==> src/rtl/nrisc_pkg.sv <==
// Shared nRISC definitions: opcode encodings, default widths and fetch-unit states.
package nrisc_pkg;

    localparam int unsigned ADDR_W_DEF  = 8;
    localparam int unsigned INSTR_W_DEF = 8;
    localparam int unsigned OPCODE_W    = 3;
    localparam int unsigned COUNT_W     = 16;

    typedef enum logic [OPCODE_W-1:0] {
        OpDefi    = 3'b000,
        OpBeq     = 3'b001,
        OpLw      = 3'b010,
        OpSw      = 3'b011,
        OpMul     = 3'b100,
        OpSubi    = 3'b101,
        OpJ       = 3'b110,
        OpEncerra = 3'b111
    } opcode_e;

    typedef enum logic [1:0] {
        StIdle,
        StFetch,
        StExec,
        StHalt
    } fetch_state_e;

endpackage

==> src/rtl/instr_fetch_if.sv <==
// Fetch-unit bundle: instruction-memory read port, decoder/datapath hooks and status.
interface instr_fetch_if
    import nrisc_pkg::*;
#(
    parameter int unsigned ADDR_W  = ADDR_W_DEF,
    parameter int unsigned INSTR_W = INSTR_W_DEF
);

    logic                Start;
    logic                MemReq;
    logic [ADDR_W-1:0]   MemAddr;
    logic                MemAck;
    logic [INSTR_W-1:0]  MemData;
    logic [OPCODE_W-1:0] Istrc;
    logic [INSTR_W-1:0]  Instr;
    logic                InstrValid;
    logic                Jump;
    logic                Branch;
    logic                Encerra;
    logic                Zero;
    logic [ADDR_W-1:0]   JumpTarget;
    logic [ADDR_W-1:0]   BranchTarget;
    logic [ADDR_W-1:0]   PC;
    logic                Halted;
    logic [COUNT_W-1:0]  InstrCount;

    modport master (
        input  Start, MemAck, MemData, Jump, Branch, Encerra, Zero, JumpTarget, BranchTarget,
        output MemReq, MemAddr, Istrc, Instr, InstrValid, PC, Halted, InstrCount
    );

    modport slave (
        output Start, MemAck, MemData, Jump, Branch, Encerra, Zero, JumpTarget, BranchTarget,
        input  MemReq, MemAddr, Istrc, Instr, InstrValid, PC, Halted, InstrCount
    );

endinterface

==> src/rtl/pc_next.sv <==
// Next-PC selection: encerra holds, then jump, then taken beq, else sequential wrap.
module pc_next
    import nrisc_pkg::*;
#(
    parameter int unsigned ADDR_W = ADDR_W_DEF
) (
    input  logic [ADDR_W-1:0] pc,
    input  logic              jump,
    input  logic              branch,
    input  logic              zero,
    input  logic              encerra,
    input  logic [ADDR_W-1:0] jump_target,
    input  logic [ADDR_W-1:0] branch_target,
    output logic [ADDR_W-1:0] next_pc
);

    always_comb begin
        next_pc = pc + ADDR_W'(1);
        if (encerra) begin
            next_pc = pc;
        end else if (jump) begin
            next_pc = jump_target;
        end else if (branch && zero) begin
            next_pc = branch_target;
        end
    end

endmodule

==> src/rtl/instr_fetch.sv <==
// Multi-cycle instruction fetch unit: IDLE -> FETCH <-> EXEC, stopping in HALT on encerra.
module instr_fetch
    import nrisc_pkg::*;
#(
    parameter int unsigned       ADDR_W   = ADDR_W_DEF,
    parameter int unsigned       INSTR_W  = INSTR_W_DEF,
    parameter logic [ADDR_W-1:0] RESET_PC = '0
) (
    input logic           Clock,
    input logic           Reset_n,
    instr_fetch_if.master bus
);

    fetch_state_e       state_q, state_d;
    logic [ADDR_W-1:0]  pc_q, pc_d;
    logic [INSTR_W-1:0] instr_q;
    logic [COUNT_W-1:0] count_q;
    logic               exec;
    logic               fetch_done;

    assign exec       = (state_q == StExec);
    assign fetch_done = (state_q == StFetch) && bus.MemAck;

    pc_next #(
        .ADDR_W(ADDR_W)
    ) u_pc_next (
        .pc           (pc_q),
        .jump         (bus.Jump),
        .branch       (bus.Branch),
        .zero         (bus.Zero),
        .encerra      (bus.Encerra),
        .jump_target  (bus.JumpTarget),
        .branch_target(bus.BranchTarget),
        .next_pc      (pc_d)
    );

    always_ff @(posedge Clock or negedge Reset_n) begin
        if (!Reset_n) begin
            state_q <= StIdle;
        end else begin
            state_q <= state_d;
        end
    end

    always_comb begin
        state_d = state_q;
        unique case (state_q)
            StIdle:  if (bus.Start) state_d = StFetch;
            StFetch: if (bus.MemAck) state_d = StExec;
            StExec:  state_d = bus.Encerra ? StHalt : StFetch;
            StHalt:  state_d = StHalt;
            default: state_d = StIdle;
        endcase
    end

    always_comb begin
        bus.MemReq     = 1'b0;
        bus.InstrValid = 1'b0;
        bus.Halted     = 1'b0;
        unique case (state_q)
            StFetch: bus.MemReq     = 1'b1;
            StExec:  bus.InstrValid = 1'b1;
            StHalt:  bus.Halted     = 1'b1;
            default: ;
        endcase
        bus.MemAddr    = pc_q;
        bus.PC         = pc_q;
        bus.Instr      = instr_q;
        bus.Istrc      = instr_q[INSTR_W-1 -: OPCODE_W];
        bus.InstrCount = count_q;
    end

    // Control inputs are only meaningful during EXEC, so PC and count advance only there.
    always_ff @(posedge Clock or negedge Reset_n) begin
        if (!Reset_n) begin
            pc_q    <= RESET_PC;
            instr_q <= '0;
            count_q <= '0;
        end else begin
            if (fetch_done) begin
                instr_q <= bus.MemData;
            end
            if (exec) begin
                pc_q <= pc_d;
                if (count_q != '1) begin
                    count_q <= count_q + COUNT_W'(1);
                end
            end
        end
    end

endmodule

==> src/flat_wrapper.sv <==
// flat-port wrapper written by rule: the top's interface ports become plain ports
module instr_fetch_flat import nrisc_pkg::*;
#(
    parameter int unsigned       ADDR_W   = ADDR_W_DEF,
    parameter int unsigned       INSTR_W  = INSTR_W_DEF,
    parameter logic [ADDR_W-1:0] RESET_PC = '0
)
  (Clock, Reset_n, bus_Start, bus_MemAck, bus_MemData, bus_Jump, bus_Branch, bus_Encerra, bus_Zero, bus_JumpTarget, bus_BranchTarget, bus_MemReq, bus_MemAddr, bus_Istrc, bus_Instr, bus_InstrValid, bus_PC, bus_Halted, bus_InstrCount);
  instr_fetch_if #(.ADDR_W(ADDR_W), .INSTR_W(INSTR_W)) bus_i ();
  input logic Clock;
  input logic Reset_n;
  input wire logic [$bits(bus_i.Start)-1:0] bus_Start;
  input wire logic [$bits(bus_i.MemAck)-1:0] bus_MemAck;
  input wire logic [$bits(bus_i.MemData)-1:0] bus_MemData;
  input wire logic [$bits(bus_i.Jump)-1:0] bus_Jump;
  input wire logic [$bits(bus_i.Branch)-1:0] bus_Branch;
  input wire logic [$bits(bus_i.Encerra)-1:0] bus_Encerra;
  input wire logic [$bits(bus_i.Zero)-1:0] bus_Zero;
  input wire logic [$bits(bus_i.JumpTarget)-1:0] bus_JumpTarget;
  input wire logic [$bits(bus_i.BranchTarget)-1:0] bus_BranchTarget;
  output wire logic [$bits(bus_i.MemReq)-1:0] bus_MemReq;
  output wire logic [$bits(bus_i.MemAddr)-1:0] bus_MemAddr;
  output wire logic [$bits(bus_i.Istrc)-1:0] bus_Istrc;
  output wire logic [$bits(bus_i.Instr)-1:0] bus_Instr;
  output wire logic [$bits(bus_i.InstrValid)-1:0] bus_InstrValid;
  output wire logic [$bits(bus_i.PC)-1:0] bus_PC;
  output wire logic [$bits(bus_i.Halted)-1:0] bus_Halted;
  output wire logic [$bits(bus_i.InstrCount)-1:0] bus_InstrCount;
  assign bus_i.Start = bus_Start;
  assign bus_i.MemAck = bus_MemAck;
  assign bus_i.MemData = bus_MemData;
  assign bus_i.Jump = bus_Jump;
  assign bus_i.Branch = bus_Branch;
  assign bus_i.Encerra = bus_Encerra;
  assign bus_i.Zero = bus_Zero;
  assign bus_i.JumpTarget = bus_JumpTarget;
  assign bus_i.BranchTarget = bus_BranchTarget;
  assign bus_MemReq = bus_i.MemReq;
  assign bus_MemAddr = bus_i.MemAddr;
  assign bus_Istrc = bus_i.Istrc;
  assign bus_Instr = bus_i.Instr;
  assign bus_InstrValid = bus_i.InstrValid;
  assign bus_PC = bus_i.PC;
  assign bus_Halted = bus_i.Halted;
  assign bus_InstrCount = bus_i.InstrCount;
  instr_fetch #(.ADDR_W(ADDR_W), .INSTR_W(INSTR_W), .RESET_PC(RESET_PC)) u_core (.Clock(Clock), .Reset_n(Reset_n), .bus(bus_i));
endmodule
==> config.mk <==
export PLATFORM = sky130hd
export DESIGN_NAME = instr_fetch_flat
export DESIGN_NICKNAME = d
export VERILOG_FILES = /design/src/rtl/nrisc_pkg.sv /design/src/rtl/instr_fetch_if.sv /design/src/rtl/pc_next.sv /design/src/rtl/instr_fetch.sv /design/src/flat_wrapper.sv
export SDC_FILE = /design/constraint.sdc
export NUM_CORES = 1
export LEC_CHECK = 0
export ABC_CLOCK_PERIOD_IN_PS = 1730
export BUFFER_PORTS_ARGS = -buffer_cell sky130_fd_sc_hd__buf_2
export CAP_MARGIN = 30
export CORE_MARGIN = 8
export CORE_UTILIZATION = 45
export CTS_BUF_LIST = sky130_fd_sc_hd__clkbuf_8
export DETAILED_ROUTE_END_ITERATION = 8
export PLACE_DENSITY_LB_ADDON = 0.3
export SLEW_MARGIN = 10
export SYNTH_ARGS = -nofsm -noshare
export SYNTH_HDL_FRONTEND = slang
export SYNTH_SLANG_ARGS = --single-unit
==> constraint.sdc <==
create_clock -name Clock -period 1.73 [get_ports Clock]
set_input_delay 0.0865 -clock Clock [delete_from_list [all_inputs] [get_ports Clock]]
set_output_delay 0.0865 -clock Clock [all_outputs]
set_load 0.01 [all_outputs]
==> metrics.txt, run 1 <==
endpoints failing setup 0; unrepaired setup endpoints after global routing false; CP required 1.90 ns; Die Wd 80.9 um; Lkg Pwr 0.00124 uW; worst skew pair latency 0.28 ns; final cell count without fillers 314; CTS tree built; # H-tree levels 2; vias in the first global route 1741; Setup CP Type reg -> reg; Max Fclk 615 MHz; Fin. Hold Viols 0; GRT overflow 0; Startpoint Class flip-flop; Post-DRT Antenna Nets 0; I/O Buffers 77; Pwr Density 1070 nW/um^2; worst reg2reg path depth 5; first-pass GRT wire length 7870 um; setup_tns 0 ns; peak supply drop 0.000564 V; clk slew on worst S/H paths 0.07 ns; Yosys reg bits 34; Num CTS Buffers 5; layout cells sized above 1 43.2%; post-route clock period utilization 94.1%; yosys warns 0; die area 6550 sq um; arrival time at the worst endpoint 1.80 ns; Syn Area/Cell 10.3 sq um; I/O pin cnt 78; final wirelength 4560 um; root buf cell clkbuf_8; hpwl dp 3630 um; worst min path class in -> reg; Vias/cell 5.15; post-CTS setup buffers 0; drt pass-1 iters 4; Nets 297; Post-synth ARST share 100%; Hold Crit Endpoint u_core.bus.Instr[2]; 1st-iter DRT viols 66; GPL Wtd Cong 0.798; min-delay src bus_MemData[2]; leading cell type in the layout, fill and taps excluded buf_2; Post-Synthesis Cells 184; largest net degree at the start of global routing 35; post-synth cell types 46; Worst Hold Depth 2; Slew Limit Fails 0; synth-to-layout area growth 27.9%; initial antenna violation count 0; relative slew slack 50.4%; crit path time final 1.63 ns; most frequent cells in the layout 77 x buf_2, 34 x dfrtp_1, 15 x nand2_1; drt wl/cell 14.5 um; antenna diode count 0; Reg2Reg Setup Slack 0.10 ns; maximum buffer depth of the clock tree 2; site row count 23; initial core utilization 47.1%; Total GRT Usage 15.0%; Seq/Total Area, Yosys 44.8%; Core Footprint 4030 sq um; Crit Reg-Reg Startpoint u_core.bus.InstrCount[0]; worst slew pin tran 0.744 ns; Fin Clk Skew 0.00348 ns; maxcap violations 0; critical path endpoint category flip-flop; r2r endpoint u_core.bus.InstrCount[1]; Residual DRC 0; CP Max Fanout 6; Placed Cells 305; Clock Sinks 34; syn_nets 218; via count 1616; Die H 80.9 um; Post-synth EDFFs 0; Mapped Area 1900 sq um; status completed; dominant synthesized flop cell dfrtp_1
==> synth_stat cells, types with 3 or more instances <==
cell type	instances	area, sq um
o21ai_0	8	40.0
mux2_2	11	124
a31oi_1	4	25.0
nand4_1	4	25.0
inv_1	3	11.3
dfrtp_1	34	851
nand2_1	15	56.3
nor2b_1	4	25.0
nor2_1	11	41.3
xnor2_1	7	61.3
o211ai_1	3	22.5
and3_1	4	25.0
buf_4	11	82.6
a21oi_1	7	35.0
nand2b_1	3	18.8
xor2_1	4	35.0
nand3_1	13	65.1
==> what timing repair did <==
item,4_1_cts,5_1_grt
endpoints found under the setup margin,0,1
resized for setup,0,2
hold buffers,1,0
hold endpoints to repair,34,0
==> logic make-up after synthesis <==
kind of cell	synth area share, %
xor gates and xnor gates	5.08
AOI/OAI and AO/OA	11.5
muxes	7.84
and+or+nand+nor	23.6
buffers and inverters	5.87
adders and majority gates	1.32
DFF	44.8
==> registers in the layout, indices dropped and copies added (netlist names) <==
| signal | count |
|---|---|
| u_core.state_q | 2 |
| u_core.bus.InstrCount | 16 |
| u_core.bus.Instr | 8 |
| u_core.bus.MemAddr | 8 |
==> critical path, stage by stage (launching register included) <==
cell	delay [ns]
dfrtp_1	0.43
ha_4	0.18
nand4_1	0.17
nor4_4	0.32
nor2_2	0.11
mux2_4	0.31
==> routing by layer <==
metal | global-route usage [%] | share of wire [%]
met2 | 24.5 | 47
met4 | 3.75 | 0.22
met3 | 6.29 | 7.7
met5 | 0 | 0
met1 | 17.7 | 45
==> power breakdown <==
group	leakage, uW	internal (uW)	switching (uW)	total, uW
clock	0.0000524	315	272	586
combinational	0.000754	433	413	846
sequential	0.000434	975	188	1160
==> area by class of cell <==
cell class | count | area [sq um]
flip-flops and latches | 34 | 851
multi-input cells | 132 | 948
inverters | 3 | 11.3
clock inverters | 2 | 8.76
well taps | 50 | 62.6
clock buffers | 6 | 82.6
repair buffers | 87 | 463
fillers | 347 | 1600
==> worst max path at each step <==
stage / from / end / slack [ns] / cells after the start
after floorplan: u_core.bus.InstrCount[0] / u_core.bus.InstrCount[1] / 0.14 / 5
after global placement: u_core.bus.InstrCount[0] / u_core.bus.InstrCount[1] / 0.12 / 5
after detailed placement: u_core.bus.InstrCount[0] / u_core.bus.InstrCount[1] / 0.07 / 5
after CTS: u_core.bus.InstrCount[0] / u_core.bus.InstrCount[1] / 0.06 / 5
after global routing: u_core.bus.InstrCount[0] / u_core.bus.InstrCount[1] / 0.02 / 5
final: u_core.bus.InstrCount[0] / u_core.bus.InstrCount[1] / 0.10 / 5
==> through the flow <==
step | instance area, sq um | power [uW] | hold WS [ns] | setup WS, ns | util [%]
floorplan | 1900 | 1700 | -0.209 | 0.144 | -
global placement | 2310 | 1990 | 0.202 | 0.124 | 57.4
detailed placement | 2310 | 2010 | 0.205 | 0.0689 | 57.4
CTS | 2410 | 2610 | 0.0244 | 0.0571 | 59.9
global route | 2430 | 2770 | 0.0183 | 0.0194 | 60.2
finish | 2430 | 2600 | 0.0314 | 0.103 | 60.2
Note: power is estimated with default switching activity, not from simulation.
==> inputs of run 2 (changes only) <==
--- a/config.mk
+++ b/config.mk
@@ -9,7 +9,7 @@
 export BUFFER_PORTS_ARGS = -buffer_cell sky130_fd_sc_hd__buf_2
 export CAP_MARGIN = 30
 export CORE_MARGIN = 8
-export CORE_UTILIZATION = 45
+export CORE_UTILIZATION = 30
 export CTS_BUF_LIST = sky130_fd_sc_hd__clkbuf_8
 export DETAILED_ROUTE_END_ITERATION = 8
 export PLACE_DENSITY_LB_ADDON = 0.3
==> metrics.txt, run 2 (synthesis gave the netlist of run 1 again) <==
Seq pwr share 45.0% (was 44.8%); status completed (unchanged); initial antenna violation count 0 (unchanged); largest net degree at the start of global routing 35 (unchanged); clk slew on worst S/H paths 0.07 ns (about the same); Finished Cell Area 2440 sq um (was 2430 sq um); CTS tree built (unchanged); Lkg Pwr 0.00123 uW (was 0.00124 uW); Sw Ratio 34.1% (was 33.6%); drt pass-1 iters 4 (unchanged); Pwr Density 1050 nW/um^2 (was 1070 nW/um^2); Cell Chain, Critical Path ha_2 -> nand4_1 -> nor4_4 -> nor2_2 -> mux2_4 (was ha_4 -> nand4_1 -> nor4_4 -> nor2_2 -> mux2_4); maximum buffer depth of the clock tree 2 (unchanged); final wirelength 5010 um (was 4560 um); Post-DRT Antenna Nets 0 (unchanged); Placed Area 2340 sq um (was 2310 sq um); hpwl dp 3870 um (was 3630 um); initial core utilization 30.4% (was 47.1%); Nets 296 (was 297); die area 9130 sq um (was 6550 sq um); via count 1675 (was 1616); Core Footprint 6240 sq um (was 4030 sq um); antenna diode count 0 (unchanged); I/O pin cnt 78 (unchanged); leading cell type in the layout, fill and taps excluded buf_2 (unchanged); met2 usage in global routing 18.6% (was 24.5%); Clock Sinks 34 (unchanged); CP max stage delay 0.40 ns (was 0.43 ns); critical path endpoint category flip-flop (unchanged); setup_tns 0 ns (unchanged); Max Fclk 614 MHz (was 615 MHz); Reg2Reg Setup Slack 0.10 ns (about the same); CP required 1.89 ns (was 1.90 ns); Fin Clk Skew 0.00735 ns (was 0.00348 ns); Crit Reg-Reg Startpoint u_core.bus.InstrCount[0] (unchanged); met3 usage in global routing 3.31% (was 6.29%); Total GRT Usage 11.2% (was 15.0%); GPL Wtd Cong 0.785 (was 0.798); worst min path class in -> reg (unchanged); Place WS 0.108 ns (was 0.0689 ns); peak supply drop 0.000460 V (was 0.000564 V); Internal Power 1700 uW (was 1720 uW); arrival time at the worst endpoint 1.79 ns (was 1.80 ns); endpoints failing setup 0 (unchanged); # H-tree levels 2 (unchanged); GRT overflow 0 (unchanged); site row count 29 (was 23); first-pass GRT wire length 8090 um (was 7870 um); maxcap violations 0 (unchanged); CP Max Fanout 5 (was 6); drt wl/cell 14.7 um (was 14.5 um); slowest CP cell dfrtp_1 (unchanged); worst reg2reg path depth 5 (unchanged); relative slew slack 69.1% (was 50.4%); Num CTS Buffers 5 (unchanged); met1 global-route usage 13.3% (was 17.7%); Fin. Hold Viols 0 (unchanged); Startpoint Class flip-flop (unchanged); Slew Limit Fails 0 (unchanged); layout cells sized above 1 43.0% (was 43.2%); Clk network pwr share 23.4% (was 22.6%); crit path time final 1.63 ns (about the same); r2r endpoint u_core.bus.InstrCount[1] (unchanged); Multi-input gate area 938 sq um (was 948 sq um); GR peak layer met2 (unchanged); vias in the first global route 1647 (was 1741); I/O Buffers 77 (unchanged); NetSw 877 uW (was 873 uW); root buf cell clkbuf_8 (unchanged); most frequent cells in the layout 77 x buf_2, 34 x dfrtp_1, 15 x nand2_1 (unchanged); worst slew pin tran 0.462 ns (was 0.744 ns); worst skew pair latency 0.28 ns (about the same); Residual DRC 0 (unchanged); max reg flops 16 (unchanged); synth-to-layout area growth 28.7% (was 27.9%); unrepaired setup endpoints after global routing true (was false); Vias/cell 4.93 (was 5.15); post-route clock period utilization 94.2% (was 94.1%); Critical Path Source u_core.bus.InstrCount[0] (unchanged); combinational share of power 31.6% (was 32.6%); Layout fillers 663 (was 347); CP Capture Point u_core.bus.InstrCount[1] (unchanged); 1st-iter DRT viols 134 (was 66); register area 851 sq um (unchanged); Setup CP Type reg -> reg (unchanged); Die Wd 95.5 um (was 80.9 um); Die H 95.5 um (was 80.9 um); final worst setup slack 0.101 ns (was 0.103 ns)
==> run 2: cell types whose count changed in the layout (fill, tap and decap cells not counted), sizes merged <==
cell and delta:
buf -1
==> run 2: stage by stage <==
step | util [%] | hold slack, ns | instances | total power (uW)
after global routing | 39.2 | 0.0246 | 340 | 2750
after floorplan | - | -0.209 | 184 | 1700
after detailed placement | 37.5 | 0.152 | 331 | 2000
after global placement | 37.5 | 0.154 | 331 | 1980
final | 39.2 | 0.0343 | 340 | 2570
after CTS | 39.1 | 0.0286 | 340 | 2610
==> run 2: worst max-delay path: cells and delay by family (launching register included) <==
family | cells | cell delay, ns
adders and majority gates | 1 | 0.25
DFF | 1 | 0.40
muxes | 1 | 0.31
and+or+nand+nor | 3 | 0.55
==> run 2: how the worst min path moves through the flow <==
stage / start / to / slack [ns] / cells past startpoint
2_1_floorplan: Reset_n / u_core.bus.InstrCount[0] / -0.21 / 0
3_3_place_gp: Reset_n / u_core.bus.InstrCount[8] / 0.15 / 2
3_5_place_dp: Reset_n / u_core.bus.InstrCount[9] / 0.15 / 2
4_1_cts: bus_MemData[1] / u_core.bus.Instr[1] / 0.03 / 2
5_1_grt: bus_MemData[1] / u_core.bus.Instr[1] / 0.02 / 2
6_report: bus_MemData[6] / u_core.bus.Instr[6] / 0.03 / 2
==> run 2: timing repair <==
item                                   in CTS  in global routing
endpoints found under the hold margin      34                  0
setup endpoints to repair                   0                  4
resized for setup                           0                  1
hold buffers                                1                  0
setup buffers                               0                  0
==> run 2: area by class of cell <==
class,count,share of cell area [%]
multi-input cells,132,38.4
flip-flops and latches,34,34.8
clock inverters,2,0.358
clock buffers,6,3.38
well taps,77,3.94
inverters,3,0.461
repair buffers,86,18.6
==> run 2: routing by layer <==
metal  part of all wire [%]  vias up
met5                      0        -
met4                    1.6        0
met3                    7.8        7
met2                     50       47
met1                     41      802
li1                       -      819
==> run 2: power groups by stage <==
| stage | clock network (uW) | logic (uW) | registers [uW] |
|---|---|---|---|
| after global placement | 0 | 821 | 1160 |
| after floorplan | 0 | 461 | 1240 |
| final | 602 | 812 | 1160 |
| after detailed placement | 0 | 822 | 1170 |
| after global routing | 663 | 892 | 1190 |
| after CTS | 620 | 828 | 1160 |
